`src/rtl/rf_write_scheduler_if.sv`:
```
// Write-back request bundle between the execute/memory stages, the init control and the
// register-file write port driven by rf_write_scheduler.
interface rf_write_scheduler_if #(
  parameter int DW = 32,
  parameter int AW = 5
);
  logic [1:0]    req_valid;
  logic [AW-1:0] req_reg0;
  logic [DW-1:0] req_dat0;
  logic [AW-1:0] req_reg1;
  logic [DW-1:0] req_dat1;
  logic [1:0]    req_ready;
  logic          init_start;
  logic          init_busy;
  logic          init_done;
  logic [AW-1:0] regW;
  logic [DW-1:0] Wdat;
  logic          RegWrite;

  // Requesters, init control and register file together form the master side.
  modport master (
    output req_valid, req_reg0, req_dat0, req_reg1, req_dat1, init_start,
    input  req_ready, init_busy, init_done, regW, Wdat, RegWrite
  );

  modport slave (
    input  req_valid, req_reg0, req_dat0, req_reg1, req_dat1, init_start,
    output req_ready, init_busy, init_done, regW, Wdat, RegWrite
  );
endinterface

```
`src/rtl/rf_write_scheduler.sv`:
```
// Single owner of the register-file write port: round-robin arbiter between ALU (port 0)
// and MEM (port 1) write-backs, plus an init sequencer that rewrites r1..r(2**AW-1).
module rf_write_scheduler #(
  parameter int DW         = 32,
  parameter int AW         = 5,
  parameter int INIT_INDEX = 1
) (
  input logic               clk,
  input logic               Rst,
  rf_write_scheduler_if.slave bus
);

  typedef enum logic {
    IDLE = 1'b0,
    INIT = 1'b1
  } state_t;

  localparam logic [AW-1:0] IDX_LAST = '1;
  localparam logic [AW-1:0] IDX_ONE  = AW'(1);

  state_t        state, state_nxt;
  logic [AW-1:0] idx, idx_nxt;
  logic          rr_last;
  logic          init_last;
  logic          grant_vld;
  logic          grant_sel;
  logic [AW-1:0] grant_reg;
  logic [DW-1:0] grant_dat;
  logic [DW-1:0] init_dat;

  assign init_last = (idx == IDX_LAST);
  assign init_dat  = (INIT_INDEX != 0) ? {{(DW-AW){1'b0}}, idx} : '0;

  always_comb begin
    // NOTE: every signal written here gets a default first, so no path infers a latch.
    state_nxt = state;
    idx_nxt   = idx;
    grant_vld = 1'b0;
    grant_sel = 1'b0;
    case (state)
      IDLE: begin
        // A start request pre-empts any pending write-back in the same cycle.
        if (bus.init_start) begin
          state_nxt = INIT;
          idx_nxt   = IDX_ONE;
        end else if (&bus.req_valid) begin
          grant_vld = 1'b1;
          grant_sel = ~rr_last;
        end else if (bus.req_valid[0]) begin
          grant_vld = 1'b1;
        end else if (bus.req_valid[1]) begin
          grant_vld = 1'b1;
          grant_sel = 1'b1;
        end
      end
      INIT: begin
        idx_nxt = idx + IDX_ONE;
        if (init_last) state_nxt = IDLE;
      end
      default: state_nxt = IDLE;
    endcase
  end

  assign grant_reg     = grant_sel ? bus.req_reg1 : bus.req_reg0;
  assign grant_dat     = grant_sel ? bus.req_dat1 : bus.req_dat0;
  assign bus.req_ready = grant_vld ? (grant_sel ? 2'b10 : 2'b01) : 2'b00;
  assign bus.init_busy = (state == INIT);

  always_ff @(posedge clk or posedge Rst) begin
    if (Rst) begin
      state        <= IDLE;
      idx          <= '0;
      rr_last      <= 1'b1;
      bus.regW     <= '0;
      bus.Wdat     <= '0;
      bus.RegWrite <= 1'b0;
      bus.init_done <= 1'b0;
    end else begin
      // NOTE: non-blocking assignments keep every register sampling pre-edge values.
      state         <= state_nxt;
      idx           <= idx_nxt;
      bus.RegWrite  <= 1'b0;
      bus.init_done <= 1'b0;
      if (state == INIT) begin
        bus.RegWrite  <= 1'b1;
        bus.regW      <= idx;
        bus.Wdat      <= init_dat;
        bus.init_done <= init_last;
      end else if (grant_vld) begin
        // r0 is hard-wired zero: the request is consumed but never written.
        rr_last      <= grant_sel;
        bus.regW     <= grant_reg;
        bus.Wdat     <= grant_dat;
        bus.RegWrite <= (grant_reg != '0);
      end
    end
  end

  a_no_grant_in_init: assert property (
    @(posedge clk) disable iff (Rst) bus.init_busy |-> (bus.req_ready == 2'b00));

  a_single_grant: assert property (
    @(posedge clk) disable iff (Rst) $onehot0(bus.req_ready));

endmodule

```
`src/flat_wrapper.sv`:
```
// flat-port wrapper written by rule: the top's interface ports become plain ports
module rf_write_scheduler_flat 
#(
  parameter int DW         = 32,
  parameter int AW         = 5,
  parameter int INIT_INDEX = 1
)
  (clk, Rst, bus_req_valid, bus_req_reg0, bus_req_dat0, bus_req_reg1, bus_req_dat1, bus_init_start, bus_req_ready, bus_init_busy, bus_init_done, bus_regW, bus_Wdat, bus_RegWrite);
  rf_write_scheduler_if #(.DW(DW), .AW(AW)) bus_i ();
  input logic clk;
  input logic Rst;
  input wire logic [$bits(bus_i.req_valid)-1:0] bus_req_valid;
  input wire logic [$bits(bus_i.req_reg0)-1:0] bus_req_reg0;
  input wire logic [$bits(bus_i.req_dat0)-1:0] bus_req_dat0;
  input wire logic [$bits(bus_i.req_reg1)-1:0] bus_req_reg1;
  input wire logic [$bits(bus_i.req_dat1)-1:0] bus_req_dat1;
  input wire logic [$bits(bus_i.init_start)-1:0] bus_init_start;
  output wire logic [$bits(bus_i.req_ready)-1:0] bus_req_ready;
  output wire logic [$bits(bus_i.init_busy)-1:0] bus_init_busy;
  output wire logic [$bits(bus_i.init_done)-1:0] bus_init_done;
  output wire logic [$bits(bus_i.regW)-1:0] bus_regW;
  output wire logic [$bits(bus_i.Wdat)-1:0] bus_Wdat;
  output wire logic [$bits(bus_i.RegWrite)-1:0] bus_RegWrite;
  assign bus_i.req_valid = bus_req_valid;
  assign bus_i.req_reg0 = bus_req_reg0;
  assign bus_i.req_dat0 = bus_req_dat0;
  assign bus_i.req_reg1 = bus_req_reg1;
  assign bus_i.req_dat1 = bus_req_dat1;
  assign bus_i.init_start = bus_init_start;
  assign bus_req_ready = bus_i.req_ready;
  assign bus_init_busy = bus_i.init_busy;
  assign bus_init_done = bus_i.init_done;
  assign bus_regW = bus_i.regW;
  assign bus_Wdat = bus_i.Wdat;
  assign bus_RegWrite = bus_i.RegWrite;
  rf_write_scheduler #(.DW(DW), .AW(AW), .INIT_INDEX(INIT_INDEX)) u_core (.clk(clk), .Rst(Rst), .bus(bus_i));
endmodule
```
`config.mk`:
```
export PLATFORM = sky130hd
export DESIGN_NAME = rf_write_scheduler_flat
export DESIGN_NICKNAME = d
export VERILOG_FILES = /design/src/rtl/rf_write_scheduler_if.sv /design/src/rtl/rf_write_scheduler.sv /design/src/flat_wrapper.sv
export SDC_FILE = /design/constraint.sdc
export NUM_CORES = 1
export LEC_CHECK = 0
export ABC_AREA = 1
export BUFFER_PORTS_ARGS = -buffer_cell sky130_fd_sc_hd__buf_2
export CELL_PAD_IN_SITES_DETAIL_PLACEMENT = 0
export CELL_PAD_IN_SITES_GLOBAL_PLACEMENT = 1
export CORE_MARGIN = 2
export CORE_UTILIZATION = 31
export DETAILED_ROUTE_END_ITERATION = 7
export MAX_ROUTING_LAYER = met4
export PLACE_DENSITY_LB_ADDON = 0.1
export SLEW_MARGIN = 5
export SYNTH_ARGS = -nofsm -noshare
export SYNTH_HDL_FRONTEND = slang
export SYNTH_SLANG_ARGS = --single-unit
```
`constraint.sdc`:
```
create_clock -name clk -period 1.9 [get_ports clk]
set_input_delay 0.095 -clock clk [delete_from_list [all_inputs] [get_ports clk]]
set_output_delay 0.095 -clock clk [all_outputs]
set_load 0.03 [all_outputs]
```
==> results.txt <==
- Summed over all layers, the global routing overflow is 0.
- Setup_tns: 0 ns
- Multiplexer share of the synthesized area: 0%
* # Max-Cap Violations: 0
- Total internal power: 0.00188 W
- Worst-case clock buffer depth: 2
* Syn Inst Count: 276
- Area of the mapped netlist: 0.00226 mm²
* Worst setup path category: register to primary output
- Xor/xnor share of the synthesized area: 0%
- The repair_antennas step left the layout with diodes totalling 0.
- Average cell area after synthesis: just over 8 µm²
* Met2 WL post-DR: just under 3 mm
- The later pin in the worst-skew pair is clocked with a latency of ~0.3 ns.
- sky130_fd_sc_hd__nand2_1 is the most common cell in the netlist.
- Power density cells: around 1000 mW/mm²
- DRC violation count after routing: 0
* Setup violation total in the final timing report: 0
* Fill count: 775
- Reg2reg start: u_core.bus.init_busy$_DFF_PP0_
- Fraction of the mapped netlist area in compound gates: 9.75%
- Routed Antenna Nets: 0
- Area of the die: approximately 0.008 mm²
- The worst path needs roughly 1.7 ns of the cycle, external delays included.
* Iteration-0 DRC Markers: 91
- Predominant post-synthesis flop cell: sky130_fd_sc_hd__dfrtp_1
* Wl on met1: about 3.2 mm
* Root buffer selected by CTS: sky130_fd_sc_hd__clkbuf_8
- Summed over all cells, the static leakage comes to 1.73 nW.
* Area overhead of the layout relative to synthesis: 38.4%
- In this run the worst hold path is classified as primary input to register.
* Count of state elements after synthesis: 46
- Total met3 wirelength after detailed routing: between 400 and 500 µm
- Total power consumption of the routed design: about 0.0031 W
- Wirelength, routed: about 6.7 mm
- Proportion of synthesized chip area in sequential cells: 51.0%
- Arithmetic-cell share of the synthesized area counting full adders, half adders and majority gates: under 10%
- After detailed routing, the average wire length per cell comes to 13.1 µm.
- The worst setup path is captured at a primary output.
- The die is 89.4 µm wide.
- Clock-pin slew was measured on the worst setup and hold paths at 0.08 ns.
- Combinational power share: 38.1%
- In this run, CTS created clock tree buffers numbering 5.
* Synth top area share: 49.8%
* Status: complete, no violations
- Count of final hold-check violations: 0
* Number of enable-type register cells in the synthesized netlist: 0
- Rel. slew slack: between 60% and 70%
- Counting every sink on the clock net gives 46.
* Cell type contributing the most total cell area after synthesis: sky130_fd_sc_hd__dfrtp_1
* Number of nets in the layout: slightly below 500
- # H-tree levels: 2
- In this run the top signal layer used is met4.
* Count of yosys warnings during synthesis: 0
- Critical path fanouts, max: 29
- The floorplan step defined a core boundary enclosing just over 0.007 mm².
- TritonCTS clock tree: built
- Worst IR Drop VDD: around 0.00041 V
* Fraction of the core area covered by cells at the end of the flow: about 44%
* Total count of max-transition violations in the final report: 0
* Start point of the critical path: u_core.bus.init_busy$_DFF_PP0_
- The initial antenna violation count is 0.
- The floorplan has 31 rows.
- Post-synthesis cell type count: 26
- Counting instances in the post-synthesis netlist gives the leading cell types as sky130_fd_sc_hd__nand2_1 (93), sky130_fd_sc_hd__dfrtp_1 (45), sky130_fd_sc_hd__nand3_1 (24).
* All-layer global routing usage: 16.8%
- Initial Utilization: 31.7%
* Number of global-route vias before repair: between 2000 and 2500
- Fraction of power spent switching nets: about two fifths
- STA classifies the critical path startpoint as a register.
* Die Ht: 89.4 µm
- In the final layout, the share of cells above drive strength 1 is between 30% and 40%.
* DPL Wire Length: roughly 5 mm
- Maximum number of pins on one net before global-route repair: 30
- The synthesized netlist devotes between 20% and 30% of its cell area to simple gates.
- Proportion of synthesized flip-flops having asynchronous set or reset: 100%
- Part of the total power dissipated in the clock network: a little under a fifth
* Final Wtd Congestion: 0.796
- Sorting the synthesized cells by area gives the leading types as sky130_fd_sc_hd__dfrtp_1 (50%), sky130_fd_sc_hd__nand2_1 (15%), sky130_fd_sc_hd__nand3_1 (5.3%).
* Vias post-DR: approximately 2200
* Ratio of final minimum period to clock period: between 90% and 100%
- In the routed layout, each cell is associated on average with a via count of approximately 4.4.
* Data arrival time of the critical path: about 1.6 ns
- The first detailed-routing pass ran for 4 iterations.
- By area, the combinational part of the netlist is dominated by simple AND/OR/NAND/NOR gates.
* Net switching power figure: 0.00127 W
- RSZ-0062 raised after global routing: no
- Seq pwr share: 43.0%
* Req. time, crit path: roughly 1.8 ns
* Startpoint of the tightest hold check path: bus_req_dat0[30]
* FMAX: approximately 0.58 GHz
* Tightest Pin Transition: between 0.5 and 0.6 ns
- First-pass GRT wire length: 9.94 mm
* I/O pin count: around 120
- The number of nets in the synthesized netlist is 357.
- Port buffering added between 100 and 150 buffers.
* Setup Skew: 0.00459 ns
-- cells by family (layout without fill, tap and decap cells) --
logic type,after synthesis,after routing
compound gates,42,42
fa+ha+maj,2,2
buf+inv,34,167
simple gates,152,152
flops,46,46
-- critical path: stages (launching register included) --
cell and delay, ns:
sky130_fd_sc_hd__dfrtp_1 0.44, sky130_fd_sc_hd__nor2_8 0.18, sky130_fd_sc_hd__nand3_4 0.14, sky130_fd_sc_hd__inv_1 0.09
sky130_fd_sc_hd__buf_6 0.22, sky130_fd_sc_hd__buf_2 0.24
-- layer usage --
layer | vias to the layer above | GRT usage [%]
met4 | 0 | 3.66
met3 | 6 | 4.06
met1 | 1010 | 22.9
li1 | 1152 | -
met2 | 75 | 25.5
met5 | - | -
-- final timing paths --
path | end | slack, ns | cells past startpoint
hold reg to reg | u_core.rr_last$_DFFE_PP1P_ | 0.47 | 2
setup reg to reg | u_core.bus.RegWrite$_DFF_PP0_ | 0.41 | 9
setup / recovery | bus_req_ready[1] | 0.18 | 5
min in group asynchronous | u_core.bus.Wdat[23]$_DFFE_PP0P_ | 0.38 | 3
max in group asynchronous | u_core.rr_last$_DFFE_PP1P_ | 0.87 | 4
hold / removal | u_core.bus.Wdat[30]$_DFFE_PP0P_ | 0.0005 | 3
-- power groups by stage --
stage	Clock [W]	Combinational, W	Sequential [W]
finish	0.000593	0.00120	0.00136
detailed placement	0	0.00120	0.00137
floorplan	0	0.000514	0.00166
global route	0.000648	0.00134	0.00139
CTS	0.000611	0.00121	0.00136
global placement	0	0.00120	0.00137
-- cell usage in the layout, fill, tap and decap left out, types with 3 or more instances in the layout --
| cell | Yosys | final |
|---|---|---|
| sky130_fd_sc_hd__inv_1 | 18 | 17 |
| sky130_fd_sc_hd__clkbuf_1 | 1 | 3 |
| sky130_fd_sc_hd__nand4_1 | 4 | 4 |
| sky130_fd_sc_hd__nor2_1 | 22 | 22 |
| sky130_fd_sc_hd__nand2_1 | 93 | 93 |
| sky130_fd_sc_hd__dfrtp_1 | 45 | 45 |
| sky130_fd_sc_hd__clkbuf_8 | 0 | 5 |
| sky130_fd_sc_hd__nor3_1 | 4 | 4 |
| sky130_fd_sc_hd__buf_2 | 4 | 120 |
| sky130_fd_sc_hd__o21ai_0 | 21 | 21 |
| sky130_fd_sc_hd__o21ai_1 | 11 | 11 |
| sky130_fd_sc_hd__a21oi_1 | 7 | 7 |
| sky130_fd_sc_hd__buf_4 | 2 | 9 |
| sky130_fd_sc_hd__dlygate4sd3_1 | 0 | 8 |
| sky130_fd_sc_hd__nand3_1 | 24 | 24 |
-- repair_timing --
item	4_1_cts	5_1_grt
endpoints found under the setup margin	1	2
setup buffers	0	2
pin swaps	0	1
hold buffers	7	1
hold endpoints to repair	28	1
resized for setup	1	1
-- stage by stage --
step                      setup WS (ns)  cells  cell area [µm²]  hold WS, ns
after floorplan                   0.387    276             2260        0.215
after global placement            0.258    490             2940        0.167
after detailed placement          0.216    490             2940        0.171
after CTS                        0.0265    505             3100     0.000522
after global routing             0.0615    508             3130      0.00577
final                             0.175    508             3130     0.000475
-- state kept, by name (all words and copies together) (netlist names) --
register              count
u_core.bus.regW           5
u_core.bus.init_busy      1
u_core.rr_last            1
u_core.bus.init_done      1
u_core.bus.Wdat          32
u_core.idx                5
u_core.bus.RegWrite       1
-- layout make-up --
type                       instances  area (µm²)  share of cell area [%]
clock buffer                       8        80.1                    2.56
inverter                          20        77.6                    2.48
multi-input combinational        196         913                    29.2
sequential                        46        1150                    36.9
tap                               99         124                    3.96
timing repair buffer             139         779                    24.9
No activity file was read; power rests on OpenSTA's default activity.
